<file path="config.mk">
export PLATFORM = sky130hd
export DESIGN_NAME = kmeans_ctrl_gen2
export DESIGN_NICKNAME = d
export VERILOG_FILES = /design/src/rtl/kmeans_ctrl_gen2.sv
export SDC_FILE = /design/constraint.sdc
export NUM_CORES = 1
export LEC_CHECK = 0
export BUFFER_PORTS_ARGS = -buffer_cell sky130_fd_sc_hd__buf_4
export CAP_MARGIN = 30
export CORE_UTILIZATION = 25
export CTS_CLUSTER_SIZE = 28
export DETAILED_ROUTE_END_ITERATION = 16
export GPL_ROUTABILITY_DRIVEN = 0
export MAX_ROUTING_LAYER = met4
export SYNTH_ARGS = -nofsm -noshare
export SYNTH_HDL_FRONTEND = slang
export SYNTH_SLANG_ARGS = --single-unit
</file>
<file path="constraint.sdc">
create_clock -name clk -period 3.2 [get_ports clk]
set_input_delay 0.96 -clock clk [delete_from_list [all_inputs] [get_ports clk]]
set_output_delay 0.96 -clock clk [all_outputs]
set_load 0.05 [all_outputs]
</file>
<file path="src/rtl/kmeans_ctrl_gen2.sv">
// Second-generation k-means sequencer: centroid load, point streaming, mean recalc, convergence loop, write-back.
// Optional iteration limit (max_iter / timeout) is enabled by defining KMEANS_ITER_LIMIT_EN.
module kmeans_ctrl_gen2 #(
  parameter int CENT_NUM      = 8,
  parameter int LOG2_CENT_NUM = 3,
  parameter int ADDR_W        = 9,
  parameter int PIPE_DEPTH    = 3,
  parameter int REG_NUM_W     = 4,
  parameter int RES_BASE      = 8,
  parameter int ITER_W        = 8
) (
  input  logic                     clk,
  input  logic                     rst_n,
  input  logic                     go,
  input  logic [ADDR_W-1:0]        first_addr,
  input  logic [ADDR_W-1:0]        last_addr,
  input  logic [ITER_W-1:0]        max_iter,
  output logic [REG_NUM_W-1:0]     reg_num,
  output logic                     reg_rd,
  output logic                     reg_wr,
  output logic [ADDR_W-1:0]        ram_addr,
  output logic                     ram_rd_en,
  output logic [CENT_NUM-1:0]      cent_load_en,
  output logic                     pipe_clr_n,
  output logic                     accum_en,
  output logic                     div_en,
  output logic [LOG2_CENT_NUM-1:0] cent_cnt,
  output logic                     cnvrg_reg_en,
  output logic                     cnvrg_clr,
  input  logic                     cnvrg_valid,
  input  logic                     converged,
  output logic                     busy,
  output logic                     done,
  output logic                     timeout,
  output logic [ITER_W-1:0]        iter_cnt,
  output logic [3:0]               state_dbg
);

  localparam int CNT_MAX = (CENT_NUM > PIPE_DEPTH) ? CENT_NUM : PIPE_DEPTH;
  localparam int CNT_W   = $clog2(CNT_MAX + 1);

  typedef enum logic [3:0] {
    S_IDLE, S_LOAD, S_FIRST, S_FILL, S_STREAM, S_DRAIN, S_CALC, S_CHECK, S_WB, S_FIN
  } state_t;

  state_t              state, nxt_state;
  logic [CNT_W-1:0]    cnt, nxt_cnt;
  logic [ADDR_W-1:0]   first_q, last_q;
  logic                exh;
  logic [PIPE_DEPTH-1:0] rd_hist;
  logic [PIPE_DEPTH:0]   rd_line;
  logic                iter_hit;
  logic                unused_rd_top;

  // rd_line[j] is ram_rd_en as issued j cycles ago; a point reaches the accumulator PIPE_DEPTH cycles after issue.
  assign rd_line       = {rd_hist, ram_rd_en};
  assign unused_rd_top = rd_line[PIPE_DEPTH];
  assign state_dbg     = state;

`ifdef KMEANS_ITER_LIMIT_EN
  assign iter_hit = (max_iter != '0) &&
                    (({1'b0, iter_cnt} + (ITER_W+1)'(1)) == {1'b0, max_iter});
`else
  logic unused_max_iter;
  assign unused_max_iter = ^max_iter;
  assign iter_hit        = 1'b0;
  assign timeout         = 1'b0;
`endif

  always_comb begin
    nxt_state = state;
    case (state)
      S_IDLE:   if (go && (last_addr >= first_addr)) nxt_state = S_LOAD;
      S_LOAD:   if (cnt == CNT_W'(CENT_NUM)) nxt_state = S_FIRST;
      S_FIRST:  if (PIPE_DEPTH > 1) nxt_state = S_FILL;
                else nxt_state = exh ? S_DRAIN : S_STREAM;
      S_FILL:   if (cnt == CNT_W'(PIPE_DEPTH - 1)) nxt_state = exh ? S_DRAIN : S_STREAM;
      S_STREAM: if (exh) nxt_state = S_DRAIN;
      S_DRAIN:  if (cnt == CNT_W'(PIPE_DEPTH)) nxt_state = S_CALC;
      S_CALC:   if (cnt == CNT_W'(CENT_NUM - 1)) nxt_state = S_CHECK;
      S_CHECK:  if (cnvrg_valid) nxt_state = (converged || iter_hit) ? S_WB : S_FIRST;
      S_WB:     if (cnt == CNT_W'(CENT_NUM - 1)) nxt_state = S_FIN;
      S_FIN:    nxt_state = S_IDLE;
      default:  nxt_state = S_IDLE;
    endcase

    nxt_cnt = '0;
    if (nxt_state != state)
      nxt_cnt = (nxt_state == S_FILL || nxt_state == S_DRAIN) ? CNT_W'(1) : '0;
    else if (state inside {S_LOAD, S_FILL, S_DRAIN, S_CALC, S_WB})
      nxt_cnt = cnt + CNT_W'(1);
  end

  // Outputs are registered from the next state so each one lines up with the cycle of that state.
  always_ff @(posedge clk or negedge rst_n) begin
    if (!rst_n) begin
      state        <= S_IDLE;
      cnt          <= '0;
      first_q      <= '0;
      last_q       <= '0;
      exh          <= 1'b0;
      rd_hist      <= '0;
      reg_num      <= '0;
      reg_rd       <= 1'b0;
      reg_wr       <= 1'b0;
      ram_addr     <= '0;
      ram_rd_en    <= 1'b0;
      cent_load_en <= '0;
      pipe_clr_n   <= 1'b0;
      accum_en     <= 1'b0;
      div_en       <= 1'b0;
      cent_cnt     <= '0;
      cnvrg_reg_en <= 1'b0;
      cnvrg_clr    <= 1'b0;
      busy         <= 1'b0;
      done         <= 1'b0;
      iter_cnt     <= '0;
`ifdef KMEANS_ITER_LIMIT_EN
      timeout      <= 1'b0;
`endif
    end else begin
      state        <= nxt_state;
      cnt          <= nxt_cnt;
      rd_hist      <= rd_line[PIPE_DEPTH-1:0];
      reg_num      <= '0;
      reg_rd       <= 1'b0;
      reg_wr       <= 1'b0;
      ram_rd_en    <= 1'b0;
      cent_load_en <= '0;
      div_en       <= 1'b0;
      cent_cnt     <= '0;
      cnvrg_reg_en <= 1'b0;
      cnvrg_clr    <= 1'b0;
      done         <= 1'b0;
      busy         <= !(nxt_state == S_IDLE || nxt_state == S_FIN);
      pipe_clr_n   <= nxt_state inside {S_FILL, S_STREAM, S_DRAIN, S_CALC, S_CHECK};
      accum_en     <= (nxt_state inside {S_STREAM, S_DRAIN}) && rd_line[PIPE_DEPTH-1];

      if (state == S_IDLE && nxt_state == S_LOAD) begin
        first_q  <= first_addr;
        last_q   <= last_addr;
        iter_cnt <= '0;
`ifdef KMEANS_ITER_LIMIT_EN
        timeout  <= 1'b0;
`endif
      end
      if (state == S_CHECK && nxt_state == S_FIRST && iter_cnt != '1)
        iter_cnt <= iter_cnt + ITER_W'(1);
`ifdef KMEANS_ITER_LIMIT_EN
      if (state == S_CHECK && nxt_state == S_WB && !converged)
        timeout <= 1'b1;
`endif

      case (nxt_state)
        S_LOAD: begin
          // Register-file data lags the read by one cycle, so the load strobe trails reg_rd.
          reg_rd <= nxt_cnt < CNT_W'(CENT_NUM);
          if (nxt_cnt < CNT_W'(CENT_NUM)) reg_num <= REG_NUM_W'(nxt_cnt);
          if (nxt_cnt != '0) cent_load_en <= CENT_NUM'(1) << (nxt_cnt - CNT_W'(1));
        end
        S_FIRST: begin
          ram_addr  <= first_q;
          ram_rd_en <= 1'b1;
          exh       <= (first_q == last_q);
          cnvrg_clr <= 1'b1;
        end
        S_FILL, S_STREAM: begin
          // Never step past last_addr, so the top of the address space cannot wrap.
          if (!exh) begin
            ram_addr  <= ram_addr + ADDR_W'(1);
            ram_rd_en <= 1'b1;
            exh       <= ((ram_addr + ADDR_W'(1)) == last_q);
          end
        end
        S_CALC: begin
          div_en       <= 1'b1;
          cent_cnt     <= LOG2_CENT_NUM'(nxt_cnt);
          cent_load_en <= CENT_NUM'(1) << nxt_cnt;
          cnvrg_reg_en <= 1'b1;
        end
        S_WB: begin
          reg_wr   <= 1'b1;
          reg_num  <= REG_NUM_W'(RES_BASE) + REG_NUM_W'(nxt_cnt);
          cent_cnt <= LOG2_CENT_NUM'(nxt_cnt);
        end
        S_FIN: done <= 1'b1;
        default: ;
      endcase
    end
  end

endmodule

</file>
==> metrics.md, run 1 <==
| Metric | Value |
|---|---|
| Root buffer cell | clkbuf_16 |
| Setup ws final | 0.118 ns |
| Hold path depth | 0 |
| Global-route wire length before repair | 16.2 mm |
| Die H | 128 µm |
| TritonCTS clock tree | yes |
| Congestion Overflow GR | 0 |
| Critical path data arrival time | 3.34 ns |
| Via-to-Cell Ratio | 4.52 |
| FF-to-FF Start | state_dbg[2]$_DFF_PN0_ |
| Row cnt | 45 |
| Via Count | 3,206 |
| Highest clock rate | 324 MHz |
| Initial DRC Count | 173 |
| RSZ-0062 raised after global routing | true |
| WS Path Type | primary input to register |
| Final Instance Area | 0.00537 mm² |
| # Max-Cap Violations | 0 |
| Area delta synth->final | 35.9% |
| Crit start category | primary input |
| Slew @ Worst Pin | 0.867 ns |
| Total routed wirelength | 9.83 mm |
| R2R depth | 14 |
| DP Worst Slack | -0.356 ns |
| Share of layout cells above drive strength 1 | 34.7% |
| # hold bufs at CTS | 0 |
| Tot GR Track Use | 13.3% |
| Cell Area, Placed | 0.00500 mm² |
| CP endpoint kind | register |
| Hpwl dp | 7.49 mm |
| Reg-to-reg slack, setup | 0.14 ns |
| WP data required | 3.46 ns |
| Final min period | 3.08 ns |
| Commonest cells post-synth | dfrtp_1, nand2_1, inv_1, o21ai_0 |
| Worst Hold Class | register to register |
| Pins Over Slew Limit | 0 |
| Die X | 128 µm |
| Number of flops mapped to enable cells by yosys | 0 |
| CTS HTree Levels | 3 |
| Setup TNS | 0 ns |
| Synth Area per Inst | 10.1 µm² |
| IO Count | 78 |
| CTS buffer count | 9 |
| Register bit count reported by yosys | 70 |
| Pre-Repair DR Iteration Count | 4 |
| Final Hold Viols | 0 |
| Post-Syn Area | 0.00395 mm² |
| Vias in the first global route | 3,222 |
| # DRC | 0 |
| Yosys cell types | 73 |
| Most frequent cell after synthesis | dfrtp_1 |
| Antenna cells | 0 |
| Final period util | 96.3% |
| Post-synthesis sequential area ratio | 44.3% |
| Final #Nets | 541 |
| Hold wc startpoint | rd_hist[0]$_DFF_PN0_ |
| Max Buffers Root-to-Sink | 2 |
| Peak VDD IR | 0.000390 V |
| Post-Synthesis Cells | 390 |
| Worst r2r dst | cent_load_en[5]$_DFF_PN0_ |
| Antenna violations before repair | 0 |
| Post-route core utilization | 35.1% |
| Post-synth top area share | 44.3% |
| CP Max Fanout | 4 |
| I/O Buffers | 68 |
| Largest net degree at the start of global routing | 71 |
| Clk_lat worst skew | 0.35 ns |
| Synth Flop Type | dfrtp_1 |
| DIE AREA | 0.0163 mm² |
| Wire length per cell | 13.8 µm |
| Core area | 0.0153 mm² |
| PD cells | 973 mW/mm² |
| Syn. warnings | 0 |
| # setup viols final | 0 |
| Post-Synthesis Net Count | 437 |
| LEAKAGE | 2.56 nW |
| Clk slew on worst S/H paths | 0.05 ns |
| Sink Count | 70 |
| Async set-or-reset flop fraction in the synthesized netlist | 100% |
| Area leader, netlist | dfrtp_1 |
| Initial Util | 25.8% |
| Sink of the worst hold path | rd_hist[1]$_DFF_PN0_ |
| Status | finished clean |
| Routed Antenna Nets | 0 |
| Worst slew margin | 42.2% |
| Clock Skew | 0.00822 ns |
| Synth top area cells | dfrtp_1, ha_1, xnor2_1, mux2i_1, nand2_1 |
cells by family (layout without fill, tap and decap cells):
logic type	Yosys count	count (layout)	share of synthesized area, %
xor+xnor	29	29	6.43
fa+ha+maj	16	16	5.06
flops	70	70	44.3
compound gates	81	81	14.5
other cells	1	1	0.0949
mux	24	24	6.81
simple gates	123	123	17.3
buf+inv	46	155	5.44
worst max-delay path by stage:
| stage | slack [ns] | endpoint | depth (start not counted) | start |
|---|---|---|---|---|
| 3_5_place_dp | -0.36 | cent_load_en[5]$_DFF_PN0_ | 15 | go |
| 6_report | 0.12 | cent_load_en[5]$_DFF_PN0_ | 16 | first_addr[4] |
| 5_1_grt | -0.09 | cent_load_en[5]$_DFF_PN0_ | 16 | first_addr[3] |
| 4_1_cts | 0.02 | cent_load_en[5]$_DFF_PN0_ | 14 | state_dbg[2]$_DFF_PN0_ |
| 2_1_floorplan | -0.1 | cent_load_en[5]$_DFF_PN0_ | 14 | last_addr[3] |
| 3_3_place_gp | -0.29 | cent_load_en[5]$_DFF_PN0_ | 15 | go |
routing by layer:
layer	share of wire, %	GRT usage, %
met5	0	-
met4	1.6	5.19
met3	4.1	3.46
met2	48	21.3
met1	47	16.0
registers in the layout (all words and copies together) (netlist names), 2 cells and up:
signal,count
cent_load_en,8
first_q,9
cnt,4
state_dbg,4
reg_num,4
last_q,9
ram_addr,9
rd_hist,2
iter_cnt,8
cent_cnt,3
stage by stage:
step                hold WS, ns  std cells  total power, W
floorplan                 0.331        390         0.00333
CTS                       0.353        706         0.00518
detailed placement        0.341        690         0.00414
global placement          0.341        690         0.00410
finish                    0.351        710         0.00523
global route              0.354        710         0.00557
cell usage in the layout, fill, tap and decap left out, drive strengths merged, types with 4 or more instances in the layout:
master   instances
nand3b           4
and3            12
xor2            12
mux2i           14
nand3           11
clkbuf          10
dfrtp           70
o22ai            9
a22oi            8
xnor2           17
buf            108
o21ai           23
nand2           35
a21oi           13
ha              16
inv             32
o2bb2ai          4
nand2b           8
nor4             6
nor2            20
mux2            10
nor3            10
timing repair:
action	CTS	global route
resized for setup	1	10
pin swaps	0	4
buffers inserted	0	4
setup endpoints to repair	4	8
area by class of cell:
| cell class | instances | area (µm²) |
|---|---|---|
| Fill cell | 1592 | 9940 |
| Multi-Input combinational cell | 274 | 2110 |
| Sequential cell | 70 | 1750 |
| Timing Repair Buffer | 108 | 822 |
| Tap cell | 211 | 264 |
| Clock buffer | 10 | 229 |
| Inverter | 31 | 129 |
| Clock inverter | 6 | 70.1 |
worst max-delay path, stage by stage:
cell      delay, ns
buf_4          0.11
inv_2          0.07
ha_4           0.19
nand4_1        0.08
a21oi_1        0.05
o311ai_1       0.25
nand2_1        0.17
nor2_4         0.14
inv_4          0.06
a21oi_4        0.16
a22oi_2        0.11
ha_4           0.28
nor4_4         0.26
o211a_1        0.23
nand2_1        0.08
mux2i_1        0.13
power by group:
| group | internal, W | leakage, nW | switching, W |
|---|---|---|---|
| Combinational | 0.00116 | 1.52 | 0.00158 |
| Sequential | 0.00116 | 0.904 | 0.000318 |
| Clock | 0.000608 | 0.136 | 0.000396 |
Note: power is estimated with default switching activity, not from simulation.
==> inputs of run 2 (changes only) <==
--- a/config.mk
+++ b/config.mk
@@ -7,11 +7,14 @@
 export LEC_CHECK = 0
 export BUFFER_PORTS_ARGS = -buffer_cell sky130_fd_sc_hd__buf_4
 export CAP_MARGIN = 30
+export CELL_PAD_IN_SITES_DETAIL_PLACEMENT = 0
+export CELL_PAD_IN_SITES_GLOBAL_PLACEMENT = 1
 export CORE_UTILIZATION = 25
 export CTS_CLUSTER_SIZE = 28
 export DETAILED_ROUTE_END_ITERATION = 16
 export GPL_ROUTABILITY_DRIVEN = 0
 export MAX_ROUTING_LAYER = met4
+export PLACE_DENSITY_LB_ADDON = 0.3
 export SYNTH_ARGS = -nofsm -noshare
 export SYNTH_HDL_FRONTEND = slang
 export SYNTH_SLANG_ARGS = --single-unit
==> run 2 against run 1 <==
Net effect: die area is the same; register-to-register slack lost 0.02 ns; via count grew 3.1%; core utilization grew 1.7 points; non-clock buffer count grew 17; critical endpoint is now cent_load_en[3]$_DFF_PN0_.
==> metrics.md, run 2 (synthesis gave the netlist of run 1 again) <==
| Metric | Value |
|---|---|
| Row cnt | 45 (unchanged) |
| CP max-delay cell | o311ai_2 (was ha_4) |
| Sink of the worst hold path | rd_hist[1]$_DFF_PN0_ (unchanged) |
| Grt peak-use layer | met2 (unchanged) |
| Slew @ Worst Pin | 0.646 ns (was 0.867 ns) |
| # DRC | 0 (unchanged) |
| Vias in the first global route | 3,222 (unchanged) |
| Worst Hold Class | register to register (unchanged) |
| GR met2 Demand/Resource | 21.2% (was 21.3%) |
| Peak VDD IR | 0.000377 V (was 0.000390 V) |
| Final min period | 3.18 ns (was 3.08 ns) |
| Most common cell after layout, fill and taps aside | buf_4 (unchanged) |
| Critical path data arrival time | 3.39 ns (was 3.34 ns) |
| Core area | 0.0153 mm² (unchanged) |
| CTS HTree Levels | 3 (unchanged) |
| TritonCTS clock tree | yes (unchanged) |
| Post-route core utilization | 36.8% (was 35.1%) |
| Max stage delay on crit path | 0.30 ns (was 0.28 ns) |
| Root buffer cell | clkbuf_16 (unchanged) |
| Pins Over Slew Limit | 0 (unchanged) |
| Clock Skew | 0.00985 ns (was 0.00822 ns) |
| Congestion Overflow GR | 0 (unchanged) |
| DIE AREA | 0.0163 mm² (unchanged) |
| PD cells | 992 mW/mm² (was 973 mW/mm²) |
| Via Count | 3,304 (was 3,206) |
| Die X | 128 µm (unchanged) |
| CP Max Fanout | 4 (unchanged) |
| Status | finished clean (unchanged) |
| Max Buffers Root-to-Sink | 2 (unchanged) |
| Most frequent cells in the layout | buf_4, dfrtp_1, nand2_1, inv_1, o21ai_0 (unchanged) |
| Clk_lat worst skew | 0.35 ns (about the same) |
| Wire length per cell | 14.4 µm (was 13.8 µm) |
| Bufs and invs on worst path | 4 (was 3) |
| # Max-Cap Violations | 0 (unchanged) |
| I/O Buffers | 68 (unchanged) |
| Worst slew margin | 56.5% (was 42.2%) |
| # setup viols final | 0 (unchanged) |
| RSZ-0062 raised after global routing | true (unchanged) |
| Largest regs | first_q x9, last_q x9, ram_addr x9 (unchanged) |
| Hpwl dp | 7.71 mm (was 7.49 mm) |
| Area delta synth->final | 42.6% (was 35.9%) |
| Crit start category | primary input (unchanged) |
| GR Util met3 | 3.46% (unchanged) |
| Final #Nets | 558 (was 541) |
| Global-route wire length before repair | 16.9 mm (was 16.2 mm) |
| Hold wc startpoint | rd_hist[0]$_DFF_PN0_ (unchanged) |
| Clk slew on worst S/H paths | 0.06 ns (was 0.05 ns) |
| CP endpoint kind | register (unchanged) |
| GRT met1 Usage | 17.6% (was 16.0%) |
| Largest net degree at the start of global routing | 71 (unchanged) |
| WP data required | 3.41 ns (was 3.46 ns) |
| FF-to-FF Start | cnt[0]$_DFF_PN0_ (was state_dbg[2]$_DFF_PN0_) |
| Setup TNS | 0 ns (unchanged) |
| Cells along the critical path | buf_6 > inv_4 > ha_4 > nand4_1 > a21oi_2 > o311ai_2 > nand2_2 > nor2_4 > inv_4 > a21oi_4 > nand2_2 > ha_4 > nor3b_4 > o211a_1 > buf_6 > o2bb2ai_1 (was buf_4 > inv_2 > ha_4 > nand4_1 > a21oi_1 > o311ai_1 > nand2_1 > nor2_4 > inv_4 > a21oi_4 > a22oi_2 > ha_4 > nor4_4 > o211a_1 > nand2_1 > mux2i_1) |
| R2R depth | 16 (was 14) |
| WS Path Type | primary input to register (unchanged) |
| Initial DRC Count | 164 (was 173) |
| Worst path depth | 16 (unchanged) |
| Routed Antenna Nets | 0 (unchanged) |
| LEAKAGE | 2.70 nW (was 2.56 nW) |
| Final Hold Viols | 0 (unchanged) |
| Reg-to-reg slack, setup | 0.12 ns (was 0.14 ns) |
| Share of layout cells above drive strength 1 | 38.4% (was 34.7%) |
| IO Count | 78 (unchanged) |
| Crit path max-delay family | compound AO/OA/AOI/OAI gates (unchanged) |
| CTS buffer count | 9 (unchanged) |
| Pre-Repair DR Iteration Count | 4 (unchanged) |
| Antenna cells | 0 (unchanged) |
| Hold path depth | 0 (unchanged) |
| Via-to-Cell Ratio | 4.54 (was 4.52) |
| Worst r2r dst | cent_load_en[3]$_DFF_PN0_ (was cent_load_en[5]$_DFF_PN0_) |
| Initial Util | 25.8% (unchanged) |
| Final Power | 0.00559 W (was 0.00523 W) |
| Tot GR Track Use | 14.0% (was 13.3%) |
| Sink Count | 70 (unchanged) |
| Die H | 128 µm (unchanged) |
| Total routed wirelength | 10.5 mm (was 9.83 mm) |
| Final period util | 99.2% (was 96.3%) |
| Highest clock rate | 315 MHz (was 324 MHz) |
| Antenna violations before repair | 0 (unchanged) |
run 2: per-stage QoR:
| stage | std cells | worst slack (ns) | hold WS, ns | cell area [µm²] |
|---|---|---|---|---|
| detailed placement | 701 | -0.312 | 0.347 | 5100 |
| global placement | 701 | -0.294 | 0.343 | 5100 |
| finish | 727 | 0.0248 | 0.356 | 5640 |
| floorplan | 390 | -0.0980 | 0.331 | 4060 |
| global route | 727 | -0.107 | 0.374 | 5640 |
| CTS | 717 | 0.0331 | 0.361 | 5450 |
run 2: report_power, final:
| group | total (W) | switching, W | internal [W] |
|---|---|---|---|
| registers | 0.00147 | 0.000303 | 0.00116 |
| logic | 0.00294 | 0.00165 | 0.00129 |
| clock network | 0.00119 | 0.000405 | 0.000781 |
run 2: timing repair:
| action | CTS | global route |
|---|---|---|
| endpoints found under the setup margin | 0 | 8 |
| setup buffers | 0 | 9 |
| resized for setup | 0 | 21 |
| hold buffers | 0 | 0 |
| hold endpoints to repair | 0 | 0 |
run 2: area by class of cell:
class,instances,area (µm²)
clock buffers,10,239
clock inverters,6,109
fillers,1562,9680
inverters,31,134
multi-input cells,274,2140
flip-flops and latches,70,1750
well taps,211,264
repair buffers,125,993
run 2: worst max-delay path by stage:
| stage | start | end | slack, ns |
|---|---|---|---|
| 2_1_floorplan | last_addr[3] | cent_load_en[5]$_DFF_PN0_ | -0.1 |
| 6_report | first_addr[2] | cent_load_en[3]$_DFF_PN0_ | 0.02 |
| 5_1_grt | first_addr[2] | cent_load_en[1]$_DFF_PN0_ | -0.11 |
| 3_5_place_dp | first_addr[6] | cent_load_en[6]$_DFF_PN0_ | -0.31 |
| 4_1_cts | first_addr[6] | cent_load_en[6]$_DFF_PN0_ | 0.03 |
| 3_3_place_gp | first_addr[8] | cent_load_en[5]$_DFF_PN0_ | -0.29 |
run 2: per-layer routing:
| metal | vias up | wire (µm) |
|---|---|---|
| met5 | - | 0 |
| li1 | 1620 | - |
| met2 | 86 | 4910 |
| met3 | 14 | 458 |
| met4 | 0 | 197 |
| met1 | 1584 | 4920 |
run 2: worst reg2reg max path: stages (launching register included):
cell and delay [ns]:
dfrtp_1 0.41, inv_1 0.10, ha_1 0.21, nor3b_2 0.16, buf_4 0.15, a211o_1 0.28, a21o_1 0.16, nand2_2 0.10
nor2_4 0.05, inv_4 0.08, a21oi_4 0.07, a22oi_2 0.23, ha_4 0.26, nor3b_4 0.15, o211a_1 0.30, buf_6 0.13
o2bb2ai_1 0.11
==> inputs of run 3 (changes only) <==
--- a/config.mk
+++ b/config.mk
@@ -13,7 +13,6 @@
 export CTS_CLUSTER_SIZE = 28
 export DETAILED_ROUTE_END_ITERATION = 16
 export GPL_ROUTABILITY_DRIVEN = 0
-export MAX_ROUTING_LAYER = met4
 export PLACE_DENSITY_LB_ADDON = 0.3
 export SYNTH_ARGS = -nofsm -noshare
 export SYNTH_HDL_FRONTEND = slang
==> run 3 against run 2 <==
Net effect: critical path depth stayed put; setup slack worse by 0.0013 ns; clock skew hardly changed; final cell count stayed put; clock power hardly changed; fmax hardly changed; critical endpoint unchanged; largest cell class unchanged; highest routed layer unchanged.
==> metrics.md, run 3 (synthesis gave the netlist of run 1 again) <==
| Metric | Value |
|---|---|
| Via-to-Cell Ratio | 4.54 (unchanged) |
| Clk_lat worst skew | 0.35 ns (about the same) |
| Area delta synth->final | 42.6% (unchanged) |
| Top Layer Used | met4 (unchanged) |
| WS Path Type | primary input to register (unchanged) |
| Status | finished clean (unchanged) |
| Clk slew on worst S/H paths | 0.06 ns (about the same) |
| Clock Skew | 0.00972 ns (was 0.00985 ns) |
| Net Sw Frac | 42.3% (was 42.2%) |
| Total routed wirelength | 10.5 mm (about the same) |
| Critical path data arrival time | 3.39 ns (about the same) |
| Final Instance Area | 0.00564 mm² (unchanged) |
| Initial DRC Count | 141 (was 164) |
| CTS buffer count | 9 (unchanged) |
| Core area | 0.0153 mm² (unchanged) |
| Largest net degree at the start of global routing | 71 (unchanged) |
| Root buffer cell | clkbuf_16 (unchanged) |
| Peak VDD IR | 0.000380 V (was 0.000377 V) |
| Max Buffers Root-to-Sink | 2 (unchanged) |
| Pre-Repair DR Iteration Count | 4 (unchanged) |
| Via Count | 3,304 (unchanged) |
| Congestion Overflow GR | 0 (unchanged) |
| Antenna violations before repair | 0 (unchanged) |
| Worst Hold Class | register to register (unchanged) |
| Sink Count | 70 (unchanged) |
| Cell Area, Placed | 0.00510 mm² (unchanged) |
| DIE AREA | 0.0163 mm² (unchanged) |
| Source of the critical timing path | first_addr[2] (unchanged) |
| Final #Nets | 558 (unchanged) |
| Sequential power share | 26.2% (about the same) |
| Largest regs | first_q x9, last_q x9, ram_addr x9 (unchanged) |
| Met2 WL | 4.92 mm (was 4.91 mm) |
| Final period util | 99.3% (was 99.2%) |
| Routed Antenna Nets | 0 (unchanged) |
| WP data required | 3.41 ns (about the same) |
| LEAKAGE | 2.70 nW (unchanged) |
| CTS HTree Levels | 3 (unchanged) |
| Most common cell after layout, fill and taps aside | buf_4 (unchanged) |
| Post-route core utilization | 36.8% (unchanged) |
| CP endpoint kind | register (unchanged) |
| Sw Pwr | 0.00236 W (about the same) |
| Wire length per cell | 14.5 µm (was 14.4 µm) |
| # Max-Cap Violations | 0 (unchanged) |
| Initial Util | 25.8% (unchanged) |
| # hold bufs at CTS | 0 (unchanged) |
| Final Hold Viols | 0 (unchanged) |
| Vias in the first global route | 3,226 (was 3,222) |
| FF-to-FF Start | cnt[0]$_DFF_PN0_ (unchanged) |
| Final min period | 3.18 ns (about the same) |
| Cell-internal power | 0.00323 W (about the same) |
| Die H | 128 µm (unchanged) |
| Global-route wire length before repair | 16.9 mm (about the same) |
| Most frequent cells in the layout | buf_4, dfrtp_1, nand2_1, inv_1, o21ai_0 (unchanged) |
| Antenna cells | 0 (unchanged) |
| Slew @ Worst Pin | 0.646 ns (about the same) |
| Hpwl dp | 7.71 mm (unchanged) |
| # setup viols final | 0 (unchanged) |
| Final Power | 0.00559 W (about the same) |
| # DRC | 0 (unchanged) |
| Highest clock rate | 315 MHz (about the same) |
| I/O Buffers | 68 (unchanged) |
| DR WL met3 | 531 µm (was 458 µm) |
| Hold wc startpoint | rd_hist[0]$_DFF_PN0_ (unchanged) |
| Setup TNS | 0 ns (unchanged) |
| Logic gate share of total power | 52.6% (about the same) |
| RSZ-0062 raised after global routing | true (unchanged) |
| Clock share of power | 21.2% (about the same) |
| Pins Over Slew Limit | 0 (unchanged) |
| Share of layout cells above drive strength 1 | 38.4% (unchanged) |
| DRT met1 WL | 4.85 mm (was 4.92 mm) |
| IO Count | 78 (unchanged) |
| PD cells | 992 mW/mm² (about the same) |
| Worst slew margin | 56.5% (about the same) |
| Crit start category | primary input (unchanged) |
| CP Max Fanout | 4 (unchanged) |
| TritonCTS clock tree | yes (unchanged) |
| Die X | 128 µm (unchanged) |
| Tot GR Track Use | 13.6% (was 14.0%) |
| Row cnt | 45 (unchanged) |
-- run 3: cell counts in the layout (fill, tap and decap cells not counted) --
Identical to the previous run, type by type.
-- run 3: metal layers --
layer	track usage (%)	up-vias
met3	3.63	15
li1	-	1619
met5	0	-
met1	17.7	1585
met2	21.1	85
met4	6.23	0
-- run 3: worst paths after layout --
kind,end,slack [ns],depth (start not counted)
worst max-delay path,cent_load_en[3]$_DFF_PN0_,0.02,16
worst min-delay path,rd_hist[1]$_DFF_PN0_,0.36,0
worst max register to register,cent_load_en[3]$_DFF_PN0_,0.12,16
worst min register to register,rd_hist[1]$_DFF_PN0_,0.36,0
max in group asynchronous,state_dbg[3]$_DFF_PN0_,2.24,2
min in group asynchronous,cnt[3]$_DFF_PN0_,0.41,1
-- run 3: metrics by stage --
stage | instances | hold slack [ns] | setup slack (ns)
6_report | 727 | 0.357 | 0.0236
3_3_place_gp | 701 | 0.343 | -0.294
3_5_place_dp | 701 | 0.347 | -0.312
2_1_floorplan | 390 | 0.331 | -0.0980
4_1_cts | 717 | 0.361 | 0.0331
5_1_grt | 727 | 0.374 | -0.107
-- run 3: cell type report --
type / count / area [µm²]
Timing Repair Buffer: 125 / 993
Sequential cell: 70 / 1750
Fill cell: 1562 / 9680
Inverter: 31 / 134
Tap cell: 211 / 264
Multi-Input combinational cell: 274 / 2140
Clock inverter: 6 / 109
Clock buffer: 10 / 239
-- run 3: worst max-delay path, stage by stage --
cell and delay (ns):
buf_6 0.09, inv_4 0.05, ha_4 0.20, nand4_1 0.12
a21oi_2 0.06, o311ai_2 0.30, nand2_2 0.13, nor2_4 0.16
inv_4 0.06, a21oi_4 0.19, nand2_2 0.10, ha_4 0.28
nor3b_4 0.14, o211a_1 0.30, buf_6 0.13, o2bb2ai_1 0.11
-- run 3: power groups by stage --
| stage | Combinational, W | Sequential [W] | Clock, W |
|---|---|---|---|
| 4_1_cts | 0.00279 | 0.00147 | 0.00122 |
| 3_5_place_dp | 0.00278 | 0.00148 | 0 |
| 6_report | 0.00294 | 0.00146 | 0.00119 |
| 3_3_place_gp | 0.00276 | 0.00147 | 0 |
| 2_1_floorplan | 0.00150 | 0.00183 | 0 |
| 5_1_grt | 0.00318 | 0.00152 | 0.00126 |
-- run 3: what timing repair did --
item / 4_1_cts / 5_1_grt
endpoints found under the setup margin: 0 / 8
gates resized for setup: 0 / 21
setup buffers: 0 / 9
